`config.mk`:
```
export PLATFORM = sky130hd
export DESIGN_NAME = ex_mem_stage_reg
export DESIGN_NICKNAME = d
export VERILOG_FILES = /design/src/rtl/ex_mem_stage_reg.sv
export SDC_FILE = /design/constraint.sdc
export NUM_CORES = 1
export LEC_CHECK = 0
export CORE_MARGIN = 2
export CORE_UTILIZATION = 52
export DETAILED_ROUTE_END_ITERATION = 8
export PLACE_DENSITY = 0.81
export SLEW_MARGIN = 20
export SYNTH_ARGS = -nofsm -noshare
export SYNTH_HDL_FRONTEND = slang
export SYNTH_SLANG_ARGS = --single-unit
```
`constraint.sdc`:
```
create_clock -name Clk -period 3.8 [get_ports Clk]
set_clock_uncertainty 0.05 [all_clocks]
set_input_delay 0.38 -clock Clk [delete_from_list [all_inputs] [get_ports Clk]]
set_output_delay 0.38 -clock Clk [all_outputs]
set_load 0.01 [all_outputs]
```
`src/rtl/ex_mem_stage_reg.sv`:
```
// ex_mem_stage_reg
// Elastic EX->MEM pipeline register. A main register drives the outputs, and a
// skid register absorbs the one extra bundle that can arrive in the cycle MEM
// stalls. This keeps in_ready a function of state only, so back-pressure never
// forms a combinational path from MEM back into EX.
//
// Ports
//   Clk, rst          clock, asynchronous active-high reset
//   flush             synchronous; turns every held entry into a bubble
//   in_valid/in_ready EX-side handshake (in_ready depends on state only)
//   WB_Enable, MemRead, MemWrite, PC, ALU_Result, ST_Value, DstReg
//                     bundle from EX
//   out_valid/out_ready MEM-side handshake
//   WBEnable, MemReadOut, MemWriteOut, PCOut, ALU_ResultOut, ST_ValueOut,
//   DstRegOut         bundle to MEM; the control bits are 0 while out_valid=0
//
// state | meaning
// ------+------------------------------------------
// EMPTY | main empty, skid empty
// ONE   | main holds the head bundle, skid empty
// TWO   | main holds the head, skid holds the next one
module ex_mem_stage_reg #(
   parameter int DATA_W = 16,
   parameter int PC_W   = 10,
   parameter int REG_W  = 4
) (
   input  logic              Clk,
   input  logic              rst,
   input  logic              flush,
   input  logic              in_valid,
   output logic              in_ready,
   input  logic              WB_Enable,
   input  logic              MemRead,
   input  logic              MemWrite,
   input  logic [PC_W-1:0]   PC,
   input  logic [DATA_W-1:0] ALU_Result,
   input  logic [DATA_W-1:0] ST_Value,
   input  logic [REG_W-1:0]  DstReg,
   output logic              out_valid,
   input  logic              out_ready,
   output logic              WBEnable,
   output logic              MemReadOut,
   output logic              MemWriteOut,
   output logic [PC_W-1:0]   PCOut,
   output logic [DATA_W-1:0] ALU_ResultOut,
   output logic [DATA_W-1:0] ST_ValueOut,
   output logic [REG_W-1:0]  DstRegOut
);

   // Bundle layout, MSB first: {wb, mem_read, mem_write, pc, alu, st, dst}.
   localparam int BW = 3 + PC_W + 2 * DATA_W + REG_W;

   typedef enum logic [1:0] {
      ST_EMPTY = 2'd0,
      ST_ONE   = 2'd1,
      ST_TWO   = 2'd2
   } state_t;

   state_t          state_q, state_d;
   logic [BW-1:0]   main_q, main_d;
   logic [BW-1:0]   skid_q, skid_d;
   logic [BW-1:0]   in_bundle;
   logic            accept;
   logic            drain;

   assign in_bundle = {WB_Enable, MemRead, MemWrite, PC, ALU_Result, ST_Value, DstReg};

   assign in_ready  = (state_q != ST_TWO);
   assign out_valid = (state_q != ST_EMPTY);
   assign accept    = in_valid & in_ready;
   assign drain     = out_valid & out_ready;

   always_comb begin
      state_d = state_q;
      main_d  = main_q;
      skid_d  = skid_q;
      if (flush) begin
         // Data fields are kept; only the control bits have to become bubbles.
         state_d          = ST_EMPTY;
         main_d[BW-1 -: 3] = 3'b000;
         skid_d[BW-1 -: 3] = 3'b000;
      end else begin
         case (state_q)
            ST_EMPTY: begin
               if (accept) begin
                  main_d  = in_bundle;
                  state_d = ST_ONE;
               end
            end
            ST_ONE: begin
               if (accept && drain) begin
                  main_d = in_bundle;
               end else if (accept) begin
                  skid_d  = in_bundle;
                  state_d = ST_TWO;
               end else if (drain) begin
                  state_d = ST_EMPTY;
               end
            end
            ST_TWO: begin
               if (drain) begin
                  main_d  = skid_q;
                  state_d = ST_ONE;
               end
            end
            default: state_d = ST_EMPTY;
         endcase
      end
   end

   always_ff @(posedge Clk or posedge rst) begin
      if (rst) begin
         state_q <= ST_EMPTY;
         main_q  <= '0;
         skid_q  <= '0;
      end else begin
         state_q <= state_d;
         main_q  <= main_d;
         skid_q  <= skid_d;
      end
   end

   // Control bits are gated so a bubble can never write memory or the RF.
   assign WBEnable      = main_q[BW-1] & out_valid;
   assign MemReadOut    = main_q[BW-2] & out_valid;
   assign MemWriteOut   = main_q[BW-3] & out_valid;
   assign PCOut         = main_q[BW-4 -: PC_W];
   assign ALU_ResultOut = main_q[2*DATA_W+REG_W-1 -: DATA_W];
   assign ST_ValueOut   = main_q[DATA_W+REG_W-1 -: DATA_W];
   assign DstRegOut     = main_q[REG_W-1:0];

endmodule

```
# ---- Yosys cells after proc, flatten, opt, wreduce, memory -nomap -nowiden
# Cells that the tools add are included.
# Widths: inputs -> output; s select.
dict set report totals {
  regBits 100
  inputBits 54
  output_inout_bits 51
  word_cells 52
}
dict set report op_classes {
  n_eq_ne 12
  muxes 16
  bitwise 7
  reduce_logical 12
}
# op count
set ops {}
lappend ops {{$mux 49} 6}
lappend ops {{$pmux 49 s3} 1}
lappend ops {{$mux 2} 6}
lappend ops {{$ne 3x3->1 const B} 4}
lappend ops {{$reduce_and 4->1} 3}
lappend ops {{$ne 2x2->1 const B} 5}
lappend ops {{$mux 3} 2}
lappend ops {{$pmux 2 s3} 1}
lappend ops {{$reduce_bool 2->1} 3}
lappend ops {{$and 1x1->1} 5}
lappend ops {{$reduce_and 5->1} 1}
lappend ops {{$ne 4x4->1 const B} 1}
lappend ops {{$reduce_bool 4->1} 1}
lappend ops {{$reduce_and 3->1} 1}
lappend ops {{$reduce_bool 3->1} 1}
lappend ops {{$eq 2x1->1 const B} 1}
lappend ops {{$eq 2x2->1 const B} 1}
lappend ops {{$logic_not 2->1} 1}
lappend ops {{$not 1->1} 2}
lappend ops {{$logic_and 1x1->1} 1}

# ---- Depth between registers and ports, before layout
# Gate-level depths: netlist (run 1).
dict set report depth {
  word_depth 7
  depth_mapped 8
  mapped_depth_nobuf 6
}

# ---- Least setup slack after synthesis (run 1)
# Ideal clock, no wire load.
dict set report synth_path {
  kind {register to register}
  start {register state_q[0]}
  end {register main_q[0]}
  setup_ns 0.125
  t_arrival_ns 1.902
  required_time_ns 3.625
  setup_slack_ns 1.723
  stages_incl_launch_ff 7
  n_path_buf 2
  period_less_slack_ns 2.077
  cell_sequence {dfrtp_1 > inv_1 > ha_1 > clkbuf_1 > buf_2 > mux2_2 > mux2_4}
}
dict set report synth_between {
  elab_chain_len 5
  elab_cells_between_ends 14
  classes_between {6 x eq/ne; 1 x mux; 2 x bitwise; 5 x reduce/logical}
}
# item line
set synth_rtl {}
lappend synth_rtl {{start: declaration} 59} ;# state_t state_q, state_d;
lappend synth_rtl {{start signal: assignment} 117} ;# state_q <= state_d;
lappend synth_rtl {{$ne 2x2->1 / $reduce_bool 2->1 (equally long branches)} {68, 69}}
lappend synth_rtl {{$and 1x1->1 (on tied branches)} {70, 71}}
lappend synth_rtl {{$logic_and 1x1->1} 91} ;# if (accept && drain) begin
lappend synth_rtl {{$ne 2x2->1 (no line)} --}
lappend synth_rtl {{$reduce_and 5->1 (no line)} --}
lappend synth_rtl {{end signal: assignment} 118} ;# main_q <= main_d;
lappend synth_rtl {{end: declaration} 60} ;# logic [BW-1:0] main_q, main_d;
# Parallel ways exist; a longest one is shown, timed or not.
# A chain may end at the register's enable or synchronous reset.

# ---- Worst setup path in the final report (run 1)
dict set report layout_path {
  start {register state_q[0]}
  end {register main_q[44]}
}
# The elaborated chain is that of the path after synthesis.

==> results_dict.tcl, run 1 <==
set metrics [dict create \
    cts_max_level 3 \
    vias_per_cell 5.14 \
    detail_route.iter0.violations 52 \
    cts_inserted_buffers 9 \
    gp_routability_congestion 0.732 \
    floorplan.initialDensity_pct 52.7 \
    clockPowerShare_pct 16.0 \
    slew_violations 0 \
    routed_wirelength_normalized_by_instance_count_um 16.6 \
    grt.total_usage_pct 18.0 \
    cts.reportedPaths.clkPinSlew_ps 110 \
    power_density_nw_per_um2 733 \
    crit_path_start_kind "flip-flop" \
    synth_top_cell_area_share_pct 49.2 \
    yosys_register_bits 100 \
    cts.sinks 100 \
    die_y_um 103 \
    area_delta_synth_final_pct 19.8 \
    coreArea_um2 9640 \
    netlist.top_cell.by_area "sky130_fd_sc_hd__dfrtp_1" \
    syn-instance-count 355 \
    setup_repair_after_global_routing_missed_its_margin "false" \
    detail_route.drc_violations 0 \
    die_width_um 103 \
    ctsLongestPathBuffers 2 \
    synth_area_leaders "sky130_fd_sc_hd__dfrtp_1, sky130_fd_sc_hd__mux2_2, sky130_fd_sc_hd__mux2_4" \
    syn-num-nets 414 \
    final-seq-area_um2 2500 \
    detailroute.via_count 2832 \
    placementRows 36 \
    max_freq_mhz 346 \
    finalHoldViolCount 0 \
    post_synth_instance_area_um2 5080 \
    outcome "completed" \
    grt_pass1_wl_um 14500 \
    critPathCaptureType "flip-flop" \
    clock-root-buffer "sky130_fd_sc_hd__clkbuf_8" \
    final_period_utilization_pct 76.1 \
    ir_drop_mv 0.349 \
    die_area_um2 10600 \
    timing.max_cap.violations 0 \
    synthDistinctLibCells 31 \
    grt_start_max_net_pins 54 \
    min_path_type "input port to async pin" \
    synthesis.area_per_instance_um2 14.3 \
    postCtsSetupBuffers 0 \
    crit_path_top_delay_cell "sky130_fd_sc_hd__nand3_4" \
    grt_antenna_before_repair 0 \
    register_area_share_after_synthesis_pct 49.2 \
    path_cells "inv_1, ha_1, nand2b_4, a211oi_2, nand3_4, buf_4, mux2_4" \
    seq_power_share_pct 41.9 \
    crit_fanout 33 \
    clock_insertion_delay_worst_skew_ps 350 \
    portBuffers 104 \
    globalRouteOverflowTotal 0 \
    leakage_nw 2.63 \
    critPathMaxStageDelay_ps 540 \
    ctsResizeCount 0 \
    drt_first_pass_iters 4 \
    place.detailed.hpwl_um 6210 \
    min_period_ps 2890 \
    ctsHoldBuffers 0 \
    final_nets 472 \
    pwr-share-comb_pct 42.0 \
    synth-warning-count 0 \
    finalCoreUtilization_pct 63.2 \
    n_antenna_cell 0 \
    cp_data_required_time_ps 3990 \
    worst-slew-pin-transition_ps 676 \
    relSlewSlack_pct 54.9 \
    setup_viol 0 \
    net-switching-power_mw 1.33 \
    worstSetupPathType "flip-flop to flip-flop" \
    finalSetupTns_ps 0 \
    final_total_pwr_mw 4.46 \
    pin_count 105 \
    post_route_cells_drive_above_1_share_pct 40.2 \
    worst-endpoint-arrival_ps 3080 \
    share_of_total_power_consumed_by_net_switching_pct 29.9 \
    multi_input_comb_area_um2 2110 \
    critPathBufInv 2 \
    wirelength_um 9140 \
    filler_cell_count 794 \
    tritoncts "done" \
    drtAntennaViolNets 0 \
    grt_pass1_vias 2926 \
    power_report.internal_total_mw 3.13 \
    critical_path.top_delay_family "simple AND/OR/NAND/NOR gates" \
]
## sequential cells by signal (all words and copies together) (netlist names)
register	cells
main_q	49
state_q	2
skid_q	49
## placed cells by master (no fill, tap or decap), drive strengths merged, types with 2 or more instances in the layout
| master | netlist | final |
|---|---|---|
| nand2b | 3 | 3 |
| buf | 59 | 5 |
| inv | 5 | 8 |
| clkbuf | 3 | 9 |
| ha | 5 | 5 |
| a22o | 3 | 3 |
| dfrtp | 100 | 100 |
| nand2 | 5 | 5 |
| mux2 | 141 | 141 |
| mux2i | 5 | 5 |
| o21ai | 3 | 3 |
| clkinvlp | 0 | 2 |
| nor2 | 7 | 7 |
| clkdlybuf4s50 | 0 | 104 |
| nor2b | 6 | 6 |
## worst paths after layout
path / startpoint / endpoint / slack (ps) / cells past startpoint
worst max-delay path: state_q[0] / main_q[44] / 910 / 7
worst min-delay path: rst / skid_q[11] / 430 / 2
worst max register to register: state_q[0] / main_q[44] / 910 / 7
worst min register to register: skid_q[10] / skid_q[10] / 450 / 1
max in group asynchronous: rst / main_q[46] / 2490 / 3
min in group Clk: skid_q[10] / skid_q[10] / 450 / 1
## worst register-to-register path, delay by kind of cell, from the launching register on
kind,cells,cell delay (ps)
AO/OA/AOI/OAI,1,290
adder cells (fa/ha/maj),1,330
buffers and inverters,2,610
flip-flops,1,420
multiplexers,1,320
AND/OR/NAND/NOR,2,740
## cells by family (layout without fill, tap and decap cells)
kind of cell | after synthesis | in the layout | synth area share (%)
mux | 146 | 146 | 35.2
buf+inv | 67 | 130 | 9.35
flops | 100 | 100 | 49.2
fa+ha+maj | 5 | 5 | 1.23
compound gates | 14 | 14 | 2.19
simple gates | 23 | 23 | 2.81
## synthesized netlist by cell type (all sizes together)
cell,number
dfrtp,100
o32ai,1
nand3,1
nand2,5
buf,59
a21oi,1
a22o,3
inv,5
o311ai,1
mux2i,5
mux2,141
a2111o,1
a31oi,1
nor2b,6
and3,1
ha,5
a21bo,1
clkbuf,3
o21ai,3
a21o,1
nor2,7
a211oi,1
nand2b,3
## final cells by class
class                           instances  share of cell area (%)
Multi-Input combinational cell        188                    34.6
Tap cell                              133                    2.73
Sequential cell                       100                    41.1
Clock inverter                          7                    1.48
Timing Repair Buffer                  109                    17.7
Inverter                                5                   0.349
Clock buffer                            9                    2.03
## per-layer routing
| layer | wire length (um) | up-vias | track usage [%] |
|---|---|---|---|
| li1 | - | 1314 | - |
| met1 | 4060 | 1444 | 24.0 |
| met2 | 4470 | 65 | 29.4 |
| met3 | 466 | 9 | 3.73 |
| met4 | 148 | 0 | 6.78 |
| met5 | 0 | - | 0 |
## through the flow
step / area, um2 / std cells / setup slack, ps / hold WS (ps)
after floorplan: 5080 / 355 / 751 / 402
after global routing: 6090 / 551 / 785 / 462
after global placement: 5880 / 535 / 1010 / 414
after CTS: 6090 / 551 / 895 / 442
final: 6090 / 551 / 907 / 433
after detailed placement: 5880 / 535 / 923 / 423
## power groups by stage
stage / clock, mW / combinational, mW / sequential, mW
after floorplan: 0 / 1.54 / 1.78
after global placement: 0 / 1.85 / 1.86
after detailed placement: 0 / 1.90 / 1.89
after CTS: 0.733 / 1.90 / 1.87
after global routing: 0.783 / 2.01 / 1.94
final: 0.715 / 1.88 / 1.87
Note: power is estimated with default switching activity, not from simulation.
==> run 2: changes to the inputs <==
--- a/config.mk
+++ b/config.mk
@@ -6,9 +6,9 @@
 export NUM_CORES = 1
 export LEC_CHECK = 0
 export CORE_MARGIN = 2
-export CORE_UTILIZATION = 52
+export CORE_UTILIZATION = 47
 export DETAILED_ROUTE_END_ITERATION = 8
-export PLACE_DENSITY = 0.81
+export PLACE_DENSITY = 0.77
 export SLEW_MARGIN = 20
 export SYNTH_ARGS = -nofsm -noshare
 export SYNTH_HDL_FRONTEND = slang
==> constraint.sdc (replaced) <==
create_clock -name Clk -period 2.6 [get_ports Clk]
set_clock_uncertainty 0.05 [all_clocks]
set_input_delay 0.26 -clock Clk [delete_from_list [all_inputs] [get_ports Clk]]
set_output_delay 0.26 -clock Clk [all_outputs]
set_load 0.01 [all_outputs]
==> run 2 against run 1 <==
First-iteration DRC count grew 19%. Hold slack worse by 160 ps. Routed wire length up 1.9%. Cell count rose by 1.3%. Critical endpoint is now state_q[0]. Largest cell class unchanged.
==> results_dict.tcl, run 2 (same netlist as run 1, synthesis figures left out) <==
set metrics [dict create \
    cts.reportedPaths.clkPinSlew_ps 100 \
    ctsLongestPathBuffers 2 \
    met1_usage_grt_pct 22.4 \
    leakage_nw 2.66 \
    cp_data_required_time_ps 2740 \
    detail_route.iter0.violations 62 \
    slew_violations 0 \
    cts_inserted_buffers 9 \
    critPathCaptureType "flip-flop" \
    share_of_total_power_consumed_by_net_switching_pct 29.9 \
    final_period_utilization_pct 93.7 \
    max_freq_mhz 411 \
    commonest_non_fill_non_tap_cell_in_the_layout "sky130_fd_sc_hd__clkdlybuf4s50_1" \
    die_area_um2 11700 \
    ctsHoldBuffers 0 \
    area_delta_synth_final_pct 20.9 \
    ctsResizeCount 0 \
    coreArea_um2 10400 \
    worst-endpoint-arrival_ps 2580 \
    finalHoldViolCount 0 \
    biggestRegsByFlops "main_q x49, skid_q x49, state_q x2" \
    drtAntennaViolNets 0 \
    detailroute.via_count 2841 \
    die_y_um 108 \
    grt_pass1_vias 3070 \
    clock_insertion_delay_worst_skew_ps 350 \
    grt_start_max_net_pins 41 \
    gp_routability_congestion 0.740 \
    cts.sinks 100 \
    ir_drop_mv 0.557 \
    grt_use_met2_pct 27.7 \
    vias_per_cell 5.09 \
    worst-slew-pin-transition_ps 629 \
    finalCoreUtilization_pct 59.0 \
    n_antenna_cell 0 \
    die_width_um 108 \
    setup_slack_ps 165 \
    crit_path_start_kind "flip-flop" \
    grt_antenna_before_repair 0 \
    routed_wirelength_normalized_by_instance_count_um 16.7 \
    grt_pass1_wl_um 15400 \
    power_report.internal_total_mw 4.52 \
    detail_route.drc_violations 0 \
    min_path_type "input port to async pin" \
    finalHoldWorstSlack_ps 271 \
    outcome "completed" \
    filler_cell_count 827 \
    setup_viol 0 \
    crit_fanout 9 \
    globalRouteOverflowTotal 0 \
    placedInstanceArea_um2 5960 \
    final_nets 476 \
    placementRows 37 \
    timing.max_cap.violations 0 \
    tritoncts "done" \
    global_route.peak_usage_layer "met2" \
    seq_power_share_pct 42.3 \
    pin_count 105 \
    power_density_nw_per_um2 1050 \
    floorplan.initialDensity_pct 48.8 \
    portBuffers 104 \
    final_area_um2 6150 \
    worstSetupPathType "flip-flop to flip-flop" \
    place.detailed.hpwl_um 6510 \
    relSlewSlack_pct 58.0 \
    cts_max_level 3 \
    wirelength_um 9310 \
    layout_common_cells "sky130_fd_sc_hd__clkdlybuf4s50_1, sky130_fd_sc_hd__dfrtp_1, sky130_fd_sc_hd__mux2_2" \
    pwr-share-comb_pct 43.2 \
    drt_first_pass_iters 4 \
    place_ws_ps 272 \
    clockPowerShare_pct 14.5 \
    clock-root-buffer "sky130_fd_sc_hd__clkbuf_8" \
    grt.met3_usage_pct 3.07 \
    postCtsSetupBuffers 0 \
    setup_repair_after_global_routing_missed_its_margin "false" \
    min_period_ps 2440 \
    grt.total_usage_pct 16.9 \
    post_route_cells_drive_above_1_share_pct 40.5 \
    finalSetupTns_ps 0 \
    net-switching-power_mw 1.93 \
]
## run 2: path summary, 6_finish.rpt
kind	from	end	slack, ps	depth (start not counted)
max in group asynchronous	rst	main_q[42]	1610	3
min	rst	main_q[15]	270	2
max	state_q[0]	state_q[0]	160	6
min reg2reg	skid_q[3]	skid_q[3]	450	1
max reg2reg	state_q[0]	state_q[0]	160	6
min in group Clk	skid_q[3]	skid_q[3]	450	1
## run 2: layout make-up
cell class,count,area (um2),area share (%)
Sequential cell,100,2500,40.7
Multi-Input combinational cell,188,2110,34.3
Timing Repair Buffer,113,1160,18.9
Tap cell,136,170,2.77
Clock buffer,11,141,2.30
Clock inverter,5,43.8,0.713
Inverter,5,22.5,0.366
## run 2: worst max-delay path, stage by stage (launching register included)
cell and delay [ps]:
sky130_fd_sc_hd__dfrtp_1 430, sky130_fd_sc_hd__inv_1 120, sky130_fd_sc_hd__ha_1 350, sky130_fd_sc_hd__nor2b_1 360, sky130_fd_sc_hd__mux2i_1 380, sky130_fd_sc_hd__nand2_1 100, sky130_fd_sc_hd__o311ai_0 480
## run 2: stage by stage
step	total power, mW	std cells
after floorplan	4.86	355
after global placement	5.45	542
after detailed placement	5.57	542
after CTS	6.53	558
after global routing	6.85	558
final	6.45	558
## run 2: power by group through the flow
stage | logic, mW | clock network (mW) | registers, mW
finish | 2.79 | 0.936 | 2.73
global route | 2.98 | 1.04 | 2.83
CTS | 2.83 | 0.968 | 2.73
detailed placement | 2.82 | 0 | 2.75
global placement | 2.73 | 0 | 2.72
floorplan | 2.25 | 0 | 2.61
## run 2: per-layer routing
metal / wire length [um] / share of wire (%) / vias up
met5: 0 / 0 / -
met4: 119 / 1.3 / 0
met3: 441 / 4.7 / 13
met2: 4600 / 49 / 80
met1: 4150 / 45 / 1429
li1: - / - / 1319
==> run 3: changes to the inputs <==
--- a/config.mk
+++ b/config.mk
@@ -6,9 +6,9 @@
 export NUM_CORES = 1
 export LEC_CHECK = 0
 export CORE_MARGIN = 2
-export CORE_UTILIZATION = 47
+export CORE_UTILIZATION = 56
 export DETAILED_ROUTE_END_ITERATION = 8
-export PLACE_DENSITY = 0.77
+export PLACE_DENSITY = 0.86
 export SLEW_MARGIN = 20
 export SYNTH_ARGS = -nofsm -noshare
 export SYNTH_HDL_FRONTEND = slang
==> constraint.sdc (replaced) <==
create_clock -name Clk -period 2.85 [get_ports Clk]
set_clock_uncertainty 0.05 [all_clocks]
set_input_delay 0.285 -clock Clk [delete_from_list [all_inputs] [get_ports Clk]]
set_output_delay 0.285 -clock Clk [all_outputs]
set_load 0.01 [all_outputs]
==> run 3 against run 2 <==
Register-to-register slack better by 280 ps. Hold slack better by 120 ps. Count of clock-buffer cells in the layout shrank 2. Final area down 0.37%. Cell count fell by 5.2%. Combinational power shrank 8.6%. Die area shrank 16%. Sequential power down 8.8%. Non-clock buffer count down 1. First-iteration DRC count down 26%. Critical endpoint is now main_q[21].
==> results_dict.tcl, run 3 (same netlist as run 1, synthesis figures left out) <==
set metrics [dict create \
    outcome "completed" \
    reg2reg_setup_slack_ps 440 \
    n_antenna_cell 0 \
    power_report.internal_total_mw 4.20 \
    detailroute.via_count 2866 \
    die_area_um2 9850 \
    grt_pass1_vias 3149 \
    grt_antenna_before_repair 0 \
    drt_first_pass_iters 4 \
    pwr-share-comb_pct 42.8 \
    net-switching-power_mw 1.77 \
    cts.sinks 100 \
    crit_path_start_kind "flip-flop" \
    coreArea_um2 8760 \
    commonest_non_fill_non_tap_cell_in_the_layout "sky130_fd_sc_hd__clkdlybuf4s50_1" \
    grt_start_max_net_pins 101 \
    ctsHoldBuffers 0 \
    setup_repair_after_global_routing_missed_its_margin "false" \
    postCtsSetupBuffers 0 \
    timing.max_cap.violations 0 \
    max_freq_mhz 416 \
    critPathCaptureType "flip-flop" \
    area_delta_synth_final_pct 20.5 \
    slew_violations 0 \
    clock-root-buffer "sky130_fd_sc_hd__clkbuf_8" \
    biggestRegsByFlops "main_q x49, skid_q x49, state_q x2" \
    wirelength_um 9260 \
    placedInstanceArea_um2 5920 \
    worstSetupPathType "flip-flop to flip-flop" \
    final_nets 475 \
    cp_data_required_time_ps 3030 \
    relSlewSlack_pct 65.9 \
    setup_viol 0 \
    clockPowerShare_pct 15.5 \
    die_y_um 99.3 \
    die_width_um 99.3 \
    floorplan.initialDensity_pct 58.0 \
    finalSetupTns_ps 0 \
    cts_max_level 3 \
    tritoncts "done" \
    share_of_total_power_consumed_by_net_switching_pct 29.6 \
    power_density_nw_per_um2 975 \
    gp_routability_congestion 0.787 \
    portBuffers 104 \
    post_route_cells_drive_above_1_share_pct 40.6 \
    worst-endpoint-arrival_ps 2580 \
    ctsResizeCount 0 \
    routed_wirelength_normalized_by_instance_count_um 17.5 \
    leakage_nw 2.67 \
    crit_fanout 12 \
    pin_count 105 \
    final_period_utilization_pct 84.4 \
    seq_power_share_pct 41.8 \
    grt.total_usage_pct 19.5 \
    drtAntennaViolNets 0 \
    cts.reportedPaths.clkPinSlew_ps 100 \
    ctsLongestPathBuffers 2 \
    worst-slew-pin-transition_ps 512 \
    globalRouteOverflowTotal 0 \
    detail_route.iter0.violations 46 \
    ir_drop_mv 0.475 \
    grt_pass1_wl_um 15300 \
    min_path_type "input port to async pin" \
    finalHoldViolCount 0 \
    final_area_um2 6120 \
    place.detailed.hpwl_um 6480 \
    placementRows 34 \
    clock_insertion_delay_worst_skew_ps 340 \
    layout_common_cells "sky130_fd_sc_hd__clkdlybuf4s50_1, sky130_fd_sc_hd__dfrtp_1, sky130_fd_sc_hd__mux2_2" \
    vias_per_cell 5.42 \
    min_period_ps 2410 \
    detail_route.drc_violations 0 \
    cts_inserted_buffers 9 \
]
run 3: cell types whose count changed in the layout (fill, tap and decap cells not counted):
cell,previous run,this run
sky130_fd_sc_hd__clkbuf_8,10,9
sky130_fd_sc_hd__clkinv_2,0,1
sky130_fd_sc_hd__inv_8,0,1
sky130_fd_sc_hd__buf_4,5,4
sky130_fd_sc_hd__clkinv_4,3,2
sky130_fd_sc_hd__clkbuf_1,1,0
sky130_fd_sc_hd__bufinv_16,0,1
run 3: path summary, 6_finish.rpt:
kind / start / to / depth (start not counted)
setup / recovery: state_q[0] / main_q[21] / 7
hold / removal: rst / skid_q[8] / 3
setup reg to reg: state_q[0] / main_q[21] / 7
hold reg to reg: skid_q[3] / skid_q[3] / 1
max in group asynchronous: rst / main_q[44] / 3
min in group Clk: skid_q[3] / skid_q[3] / 1
run 3: per-stage QoR:
stage / power, mW / worst slack, ps / hold WS, ps / instances / utilization (%)
2_1_floorplan: 4.43 / 773 / 368 / 355 / -
3_3_place_gp: 4.97 / 539 / 413 / 513 / 67.5
3_5_place_dp: 5.10 / 483 / 435 / 513 / 67.5
4_1_cts: 6.04 / 451 / 402 / 529 / 69.9
5_1_grt: 6.32 / 341 / 415 / 529 / 69.9
6_report: 5.97 / 444 / 388 / 529 / 69.9
run 3: routing by layer:
layer | GRT usage, % | vias to the layer above | part of all wire [%]
li1 | - | 1306 | -
met1 | 24.9 | 1474 | 43
met2 | 33.7 | 77 | 51
met5 | 0 | - | 0
met3 | 4.36 | 9 | 4.1
met4 | 5.37 | 0 | 1.2
run 3: power groups by stage:
| stage | logic [mW] | registers (mW) | clock network (mW) |
|---|---|---|---|
| after floorplan | 2.06 | 2.38 | 0 |
| after detailed placement | 2.58 | 2.52 | 0 |
| final | 2.55 | 2.49 | 0.925 |
| after CTS | 2.59 | 2.50 | 0.956 |
| after global placement | 2.49 | 2.48 | 0 |
| after global routing | 2.72 | 2.58 | 1.01 |
run 3: worst max-delay path, stage by stage, from the launching register on:
cell	delay, ps
sky130_fd_sc_hd__dfrtp_1	430
sky130_fd_sc_hd__inv_1	110
sky130_fd_sc_hd__ha_1	340
sky130_fd_sc_hd__nand2b_4	200
sky130_fd_sc_hd__a211oi_2	280
sky130_fd_sc_hd__nand3_4	260
sky130_fd_sc_hd__buf_4	290
sky130_fd_sc_hd__mux2_4	310
run 3: cell type report:
| cell class | instances | area [um2] |
|---|---|---|
| Inverter | 5 | 22.5 |
| Timing Repair Buffer | 112 | 1150 |
| Clock buffer | 9 | 124 |
| Sequential cell | 100 | 2500 |
| Tap cell | 108 | 135 |
| Clock inverter | 7 | 81.3 |
| Fill cell | 613 | 2640 |
| Multi-Input combinational cell | 188 | 2110 |
